==> src/rtl/pipe_pkg.sv <==
// pipe_pkg: widths and ALU operation encodings shared by the ID, EX and ID/EX stages.
// Rev 1.0
`default_nettype none

package pipe_pkg;

  localparam int REG_W   = 5;
  localparam int DATA_W  = 32;
  localparam int ALUOP_W = 4;

  typedef enum logic [ALUOP_W-1:0] {
    ALU_ADD = 4'd0,
    ALU_SUB = 4'd1,
    ALU_AND = 4'd2,
    ALU_OR  = 4'd3,
    ALU_XOR = 4'd4,
    ALU_NOR = 4'd5,
    ALU_SLT = 4'd6,
    ALU_SLL = 4'd7,
    ALU_SRL = 4'd8,
    ALU_SRA = 4'd9,
    ALU_LUI = 4'd10
  } alu_op_e;

  // Op loaded on reset and into bubbles; harmless because RegWrite/MemWrite are cleared too.
  localparam alu_op_e ALUOP_NOP = ALU_ADD;

endpackage

`default_nettype wire

==> src/rtl/load_use_detect.sv <==
// load_use_detect: combinational load-use hazard term between the load in EX and the instruction in ID.
// Rev 1.0
`default_nettype none

module load_use_detect #(
  parameter int REG_W = pipe_pkg::REG_W
) (
  input  logic             ex_mem_read_i,
  input  logic             ex_valid_i,
  input  logic [REG_W-1:0] ex_rd_i,
  input  logic             id_valid_i,
  input  logic [REG_W-1:0] id_rs_i,
  input  logic [REG_W-1:0] id_rt_i,
  input  logic             id_uses_rt_i,
  output logic             lu_o
);

  logic w_rs_match;
  logic w_rt_match;

  assign w_rs_match = (ex_rd_i == id_rs_i);
  assign w_rt_match = id_uses_rt_i && (ex_rd_i == id_rt_i);

  // A load targeting $0 never produces a value worth waiting for.
  assign lu_o = ex_mem_read_i && ex_valid_i && id_valid_i &&
                (ex_rd_i != '0) && (w_rs_match || w_rt_match);

endmodule

`default_nettype wire

==> src/rtl/id_ex_stage.sv <==
// id_ex_stage: ID/EX pipeline register with load-use stall, bubble insertion and saturating perf counters.
// Rev 1.0
`default_nettype none

module id_ex_stage
  import pipe_pkg::*;
#(
  parameter int DATA_W  = pipe_pkg::DATA_W,
  parameter int REG_W   = pipe_pkg::REG_W,
  parameter int ALUOP_W = pipe_pkg::ALUOP_W,
  parameter int CNT_W   = 16
) (
  input  logic               clk,
  input  logic               reset,
  input  logic [REG_W-1:0]   ID_RegRs,
  input  logic [REG_W-1:0]   ID_RegRt,
  input  logic [REG_W-1:0]   ID_RegRd,
  input  logic               ID_UsesRt,
  input  logic               ID_RegWrite,
  input  logic               ID_MemRead,
  input  logic               ID_MemWrite,
  input  logic               ID_MemtoReg,
  input  logic               ID_ALUSrc,
  input  logic [ALUOP_W-1:0] ID_ALUOp,
  input  logic [DATA_W-1:0]  ID_ReadData1,
  input  logic [DATA_W-1:0]  ID_ReadData2,
  input  logic [DATA_W-1:0]  ID_Imm,
  input  logic               ID_Valid,
  input  logic               Flush,
  input  logic               Hold,
  output logic               Stall,
  output logic [REG_W-1:0]   ID_EX_RegRs,
  output logic [REG_W-1:0]   ID_EX_RegRt,
  output logic [REG_W-1:0]   ID_EX_RegRd,
  output logic               ID_EX_RegWrite,
  output logic               ID_EX_MemRead,
  output logic               ID_EX_MemWrite,
  output logic               ID_EX_MemtoReg,
  output logic               ID_EX_ALUSrc,
  output logic [ALUOP_W-1:0] ID_EX_ALUOp,
  output logic [DATA_W-1:0]  ID_EX_ReadData1,
  output logic [DATA_W-1:0]  ID_EX_ReadData2,
  output logic [DATA_W-1:0]  ID_EX_Imm,
  output logic               ID_EX_Valid,
  output logic [CNT_W-1:0]   StallCount,
  output logic [CNT_W-1:0]   BubbleCount
);

  logic [REG_W-1:0]   rs_q, rs_d, rt_q, rt_d, rd_q, rd_d;
  logic               reg_write_q, reg_write_d, mem_read_q, mem_read_d;
  logic               mem_write_q, mem_write_d, mem_to_reg_q, mem_to_reg_d;
  logic               alu_src_q, alu_src_d, valid_q, valid_d;
  logic [ALUOP_W-1:0] alu_op_q, alu_op_d;
  logic [DATA_W-1:0]  rd1_q, rd1_d, rd2_q, rd2_d, imm_q, imm_d;
  logic [CNT_W-1:0]   stall_cnt_q, bubble_cnt_q;
  logic               w_lu;
  logic               w_bubble;

  load_use_detect #(.REG_W(REG_W)) u_lu (
    .ex_mem_read_i (mem_read_q),
    .ex_valid_i    (valid_q),
    .ex_rd_i       (rd_q),
    .id_valid_i    (ID_Valid),
    .id_rs_i       (ID_RegRs),
    .id_rt_i       (ID_RegRt),
    .id_uses_rt_i  (ID_UsesRt),
    .lu_o          (w_lu)
  );

  // A squashed ID instruction does not need to wait for the load.
  assign Stall    = w_lu && !Flush && !reset;
  assign w_bubble = !Hold && (Flush || w_lu);

  always_comb begin
    rs_d = rs_q;  rt_d = rt_q;  rd_d = rd_q;
    reg_write_d = reg_write_q;  mem_read_d = mem_read_q;
    mem_write_d = mem_write_q;  mem_to_reg_d = mem_to_reg_q;
    alu_src_d = alu_src_q;  alu_op_d = alu_op_q;  valid_d = valid_q;
    rd1_d = rd1_q;  rd2_d = rd2_q;  imm_d = imm_q;
    if (w_bubble) begin
      // Clearing rd keeps the forwarding unit from matching a bubble.
      rs_d = '0;  rt_d = '0;  rd_d = '0;
      reg_write_d = 1'b0;  mem_read_d = 1'b0;
      mem_write_d = 1'b0;  mem_to_reg_d = 1'b0;
      alu_src_d = 1'b0;  alu_op_d = ALUOP_W'(ALUOP_NOP);  valid_d = 1'b0;
      rd1_d = '0;  rd2_d = '0;  imm_d = '0;
    end else if (!Hold) begin
      rs_d = ID_RegRs;  rt_d = ID_RegRt;  rd_d = ID_RegRd;
      reg_write_d = ID_RegWrite;  mem_read_d = ID_MemRead;
      mem_write_d = ID_MemWrite;  mem_to_reg_d = ID_MemtoReg;
      alu_src_d = ID_ALUSrc;  alu_op_d = ID_ALUOp;  valid_d = ID_Valid;
      rd1_d = ID_ReadData1;  rd2_d = ID_ReadData2;  imm_d = ID_Imm;
    end
  end

  always_ff @(posedge clk) begin
    if (reset) begin
      rs_q <= '0;  rt_q <= '0;  rd_q <= '0;
      reg_write_q <= 1'b0;  mem_read_q <= 1'b0;
      mem_write_q <= 1'b0;  mem_to_reg_q <= 1'b0;
      alu_src_q <= 1'b0;  alu_op_q <= ALUOP_W'(ALUOP_NOP);  valid_q <= 1'b0;
      rd1_q <= '0;  rd2_q <= '0;  imm_q <= '0;
    end else begin
      rs_q <= rs_d;  rt_q <= rt_d;  rd_q <= rd_d;
      reg_write_q <= reg_write_d;  mem_read_q <= mem_read_d;
      mem_write_q <= mem_write_d;  mem_to_reg_q <= mem_to_reg_d;
      alu_src_q <= alu_src_d;  alu_op_q <= alu_op_d;  valid_q <= valid_d;
      rd1_q <= rd1_d;  rd2_q <= rd2_d;  imm_q <= imm_d;
    end
  end

  // Stall cycles are counted even while Hold freezes the register.
  always_ff @(posedge clk) begin
    if (reset) begin
      stall_cnt_q  <= '0;
      bubble_cnt_q <= '0;
    end else begin
      if (Stall && (stall_cnt_q != '1))
        stall_cnt_q <= stall_cnt_q + 1'b1;
      if (w_bubble && (bubble_cnt_q != '1))
        bubble_cnt_q <= bubble_cnt_q + 1'b1;
    end
  end

  assign ID_EX_RegRs     = rs_q;
  assign ID_EX_RegRt     = rt_q;
  assign ID_EX_RegRd     = rd_q;
  assign ID_EX_RegWrite  = reg_write_q;
  assign ID_EX_MemRead   = mem_read_q;
  assign ID_EX_MemWrite  = mem_write_q;
  assign ID_EX_MemtoReg  = mem_to_reg_q;
  assign ID_EX_ALUSrc    = alu_src_q;
  assign ID_EX_ALUOp     = alu_op_q;
  assign ID_EX_ReadData1 = rd1_q;
  assign ID_EX_ReadData2 = rd2_q;
  assign ID_EX_Imm       = imm_q;
  assign ID_EX_Valid     = valid_q;
  assign StallCount      = stall_cnt_q;
  assign BubbleCount     = bubble_cnt_q;

endmodule

`default_nettype wire

==> config.mk <==
export PLATFORM = sky130hd
export DESIGN_NAME = id_ex_stage
export DESIGN_NICKNAME = d
export VERILOG_FILES = /design/src/rtl/pipe_pkg.sv /design/src/rtl/load_use_detect.sv /design/src/rtl/id_ex_stage.sv
export SDC_FILE = /design/constraint.sdc
export NUM_CORES = 1
export LEC_CHECK = 0
export CORE_ASPECT_RATIO = 0.5
export CORE_UTILIZATION = 42
export DETAILED_ROUTE_END_ITERATION = 10
export PLACE_DENSITY_LB_ADDON = 0.12
export SYNTH_ARGS = -nofsm -noshare
export SYNTH_HDL_FRONTEND = slang
export SYNTH_HIERARCHICAL = 1
export SYNTH_SLANG_ARGS = --single-unit
==> constraint.sdc <==
create_clock -name clk -period 2.6 [get_ports clk]
set_input_delay 0.26 -clock clk [delete_from_list [all_inputs] [get_ports clk]]
set_output_delay 0.26 -clock clk [all_outputs]
set_load 0.03 [all_outputs]
Word level (Yosys, flattened, before mapping)

Cells that the tools add are included.

Memory bits (read-only): 0
Register bits: 153
Input port bits: 126
Latch bits: 0
RAM bits: 0
Word-level logic and storage cells: 38
Memories: 0
Output and inout bits: 154

Shifts and indexed selects: 0
Equality and inequality tests: 4
$mul: 0
Reductions and logical operators: 17
Bitwise operators: 0
$lt $le $gt $ge: 0
Divide/modulo/power cells: 0
Multiplexer cells: 0
$add $sub $neg: 2

Operators with widths:

| cell                                           | number |
|---|---|
| adder 16 x 1 -> 16 bit (second input constant) | 2 |
| != test 16 bit (second input constant)         | 2 |
| equality test 5 bit                            | 2 |
| logical AND 1 bit                              | 10 |
| nonzero test 5 bit                             | 1 |
| zero test 1 bit                                | 3 |
| logical OR 1 bit                               | 2 |
| OR reduction 2 bit                             | 1 |

Depth between registers and ports, before layout

Word-level depth: 7
Mapped depth: 10
Mapped depth without buffers: 8

Cells and area by module

Netlist, hierarchy kept.

By module, submodules not included:

| module          | cells an instance | seq. area each (µm²) | area each (µm²) | times used |
|---|---|---|---|---|
| id_ex_stage     | 589               | 3062.9               | 5962.0          | 1 |
| load_use_detect | 17                | 0.0                  | 130.1           | 1 |

Worst setup path after synthesis

No wires, ideal clock.

Kind: reg2reg
Start: reg rd_q[2] (netlist: ID_EX_RegRd[2])
End: reg stall_cnt_q[15] (netlist: StallCount[15])
Slack: -0.125 ns
Stages on the path, launching flop included: 9
Data arrival time: 2.601 ns
Period minus slack after synthesis: 2.725 ns
Data required time: 2.477 ns
Path through: dfxtp_1 -> xor2_1 -> nor4_1 -> nand3_1 -> a21oi_1 -> nor3b_4 -> nand3_2 -> nor4b_2 -> mux2_1

Cells in the longest elaborated chain, start to end: 7

RTL lines:

| what                                | RTL line              | RTL |
|---|---|---|
| start, declared                     | id_ex_stage.sv:49     | `logic [REG_W-1:0] rs_q, rs_d, rt_q, rt_d, rd_q, rd_d;` |
| start signal, assigned              | id_ex_stage.sv:104    | `rs_q <= rs_d; rt_q <= rt_d; rd_q <= rd_d;` |
| equality test 5 bit                 | load_use_detect.sv:22 | `assign w_rt_match = id_uses_rt_i && (ex_rd_i == id_rt_i);` |
| logical AND 1 bit                   | load_use_detect.sv:22 |  |
| logical OR 1 bit                    | load_use_detect.sv:26 | `(ex_rd_i != '0) && (w_rs_match \|\| w_rt_match);` |
| logical AND 1 bit (*)               | load_use_detect.sv:26 |  |
| named net w_lu                      | id_ex_stage.sv:56     | `logic w_lu;` |
| logical AND 1 bit (*) (2 in series) | id_ex_stage.sv:71     | `assign Stall = w_lu && !Flush && !reset;` |
| named net Stall                     | id_ex_stage.sv:31     | `output logic Stall,` |
| logical AND 1 bit (*)               | id_ex_stage.sv:118    | `if (Stall && (stall_cnt_q != '1))` |
| end signal, assigned                | id_ex_stage.sv:119    | `stall_cnt_q <= stall_cnt_q + 1'b1;` |
| end, declared                       | id_ex_stage.sv:55     | `logic [CNT_W-1:0] stall_cnt_q, bubble_cnt_q;` |

The timed path passes the listed nets; every way through them passes the cells marked *.
A chain may end at the register's enable or synchronous reset.

Final worst setup path

Start: reg rd_q[2] (netlist: ID_EX_RegRd[2])
End: out Stall

Cells in the longest elaborated chain, start to end: 6

RTL lines:

| what                                | RTL line |
|---|---|
| equality test 5 bit                 | load_use_detect.sv:22 |
| logical AND 1 bit                   | load_use_detect.sv:22 |
| logical OR 1 bit                    | load_use_detect.sv:26 |
| logical AND 1 bit (*)               | load_use_detect.sv:26 |
| named net w_lu                      | id_ex_stage.sv:56 |
| logical AND 1 bit (*) (2 in series) | id_ex_stage.sv:71 |
| end, declared                       | id_ex_stage.sv:31 |

Marks and branches as above.

==> out/qor.txt <==
Outcome -> finished clean
CTS Hold Bufs -> 0
Kind of critical path -> register to output pin
Root Buffer -> clkbuf_16
CP Capture Type -> output pin
Yosys top cell area share -> 50.3%
Placer Congestion -> 0.818
Core area -> 13900 um^2
Peak supply drop -> 0.472 mV
Area contributors post-synth -> dfxtp_1 50%, mux2i_1 20%, nor2_1 8.1%, clkbuf_1 1.4%, a21oi_1 1.4%
Total Wirelength -> 16700 um
WP data required -> 2.34 ns
Die X -> 172 um
Leading cell type in the layout, fill and taps excluded -> clkdlybuf4s50_1
DRC -> 0
Synth warn -> 6
Setup TNS -> 0 ns
Vias -> 5349
EDFF count, synth -> 0
Hpwl dp -> 11900 um
Clock Latency Late Sink -> 0.41 ns
Antenna Nets Post-Route -> 0
Crit Path Max Fanout -> 8
Final setup viols -> 0
Fin crit period -> 2.40 ns
First-pass iteration count of the detailed router -> 4
Ys flop type -> dfxtp_1
TritonCTS Sinks -> 153
Rows -> 30
Die height -> 87.2 um
Fin cells -> 1089
Starting DRT DRC Count -> 298
Avg Vias per Cell -> 4.91
Yosys top cell by area -> dfxtp_1
First-pass GRT wire length -> 26400 um
Final Max Slew Viols -> 0
I/O pin count -> 280
Worst-margin pin slew -> 0.889 ns
Vias in the first global route -> 5168
Part of the Yosys area used for sequential elements -> 50.3%
Pre-CTS WS -> -0.186 ns
Synth cell types -> 44
P_leak -> 0.00395 uW
Fin crit share -> 92.5%
Yosys reg bits -> 153
Hold Path Class -> primary input to register
Area grow syn2layout -> 60.4%
Pin count of the biggest net entering global routing -> 122
CTS Buffer Depth -> 2
Share of cells above drive strength 1 -> 8.25%
Most frequent cells in the layout -> 277 x clkdlybuf4s50_1, 149 x dfxtp_1, 132 x nor2_1
H-tree levels -> 4
Final Hold Fails -> 0
Tot Pwr -> 5940 uW
Mapped Area -> 6090 um^2
Initial core utilization -> 44.0%
Final worst slack -> 0.196 ns
CP arrival -> 2.14 ns
Post-synth ARST share -> 0%
Nets@finish -> 1013
Fin Clk Skew -> 0.0155 ns
CTS tree -> yes
Initial antenna violation count -> 0
Reg clk slew, reported paths -> 0.06 ns
Max-cap viol count -> 0
Average wire per standard cell -> 15.3 um
Inst Count DP -> 1057
ANT cells -> 0
Port Buffers -> 279
Die Area -> 15000 um^2
Post-Syn Area per Cell -> 10.1 um^2
CP startpoint kind -> register
GRT Util Overall -> 22.7%
PwrDens -> 607 nW/um^2
RSZ-0062 raised after global routing -> no
Mapped Cells -> 606
Grt total ovfl -> 0
F_max -> 0.416 GHz
Rel. slew slack -> 40.7%
Worst hold slack -> 0.447 ns
Post-Syn Nets -> 734
Num CTS Buffers -> 17
-- cells in the mapped netlist (10+ instances only) --
cell      number
dfxtp_1      153
nor2_1       132
mux2i_1      123
clkbuf_1      23
a21oi_1       17
buf_2         12
nand3_1       11
nor3_1        11
o31ai_1       11
nand2_1       10
nor2b_1       10
or4_1         10
-- critical path, cell delays in order, from the launching register on --
cell and delay [ns]:
dfxtp_2 0.35, xor2_1 0.17, nor4_2 0.29, nand3_1 0.13
a21oi_2 0.18, nor3b_4 0.23, buf_4 0.19, buf_4 0.18
-- sequential cells by signal, summed over array words and instances (netlist names) --
| signal | count |
|---|---|
| ID_EX_Imm | 32 |
| ID_EX_ReadData1 | 32 |
| ID_EX_ReadData2 | 32 |
| BubbleCount | 16 |
| StallCount | 16 |
| ID_EX_RegRd | 5 |
| ID_EX_RegRs | 5 |
| ID_EX_RegRt | 5 |
| ID_EX_ALUOp | 4 |
| ID_EX_ALUSrc | 1 |
| ID_EX_MemRead | 1 |
| ID_EX_MemWrite | 1 |
| ID_EX_MemtoReg | 1 |
| ID_EX_RegWrite | 1 |
| ID_EX_Valid | 1 |
-- where the power goes --
part           internal, uW  leakage [uW]  switching [uW]
Combinational           456       0.00241             432
Clock                  1460      0.000295            1090
Sequential             2440       0.00125            54.4
-- worst paths after layout --
path,to,cells after the start,slack (ns),startpoint
max,Stall,7,0.20,ID_EX_RegRd[2]
min,ID_EX_RegRd[3],5,0.45,Hold
max reg2reg,StallCount[15],9,0.25,ID_EX_RegRd[2]
min reg2reg,ID_EX_ReadData1[19],2,0.49,ID_EX_ReadData1[19]
-- repair_timing --
action | in CTS | in global routing
endpoints found under the hold margin | 0 | 0
setup buffers | 0 | 1
setup endpoints to repair | 0 | 5
resized for setup | 0 | 2
-- final cells by class --
type	instances	area, um^2
Tap cell	192	240
Clock inverter	14	181
Clock buffer	17	425
Timing Repair Buffer	296	2970
Inverter	3	11.3
Fill cell	1060	4080
Sequential cell	153	3070
Multi-Input combinational cell	414	2880
-- stage by stage --
stage | cell area, um^2 | util (%)
4_1_cts | 9760 | 70.4
3_3_place_gp | 9150 | 66.1
6_report | 9770 | 70.6
2_1_floorplan | 6100 | -
3_5_place_dp | 9150 | 66.1
5_1_grt | 9770 | 70.6
-- metal layers --
layer | track usage (%) | share of wire (%)
met3 | 8.45 | 7.4
met1 | 25.4 | 39
met4 | 7.64 | 2.1
met2 | 40.2 | 51
met5 | 0 | 0
-- kinds of logic after synthesis --
| group | count (synthesis) | share of synthesized area [%] |
|---|---|---|
| compound gates | 43 | 4.35 |
| fa+ha+maj | 2 | 0.411 |
| simple gates | 226 | 18.7 |
| xor+xnor | 10 | 1.44 |
| mux | 133 | 22.1 |
| buf+inv | 39 | 2.77 |
| flops | 153 | 50.3 |
(Power assumes the default switching activity.)
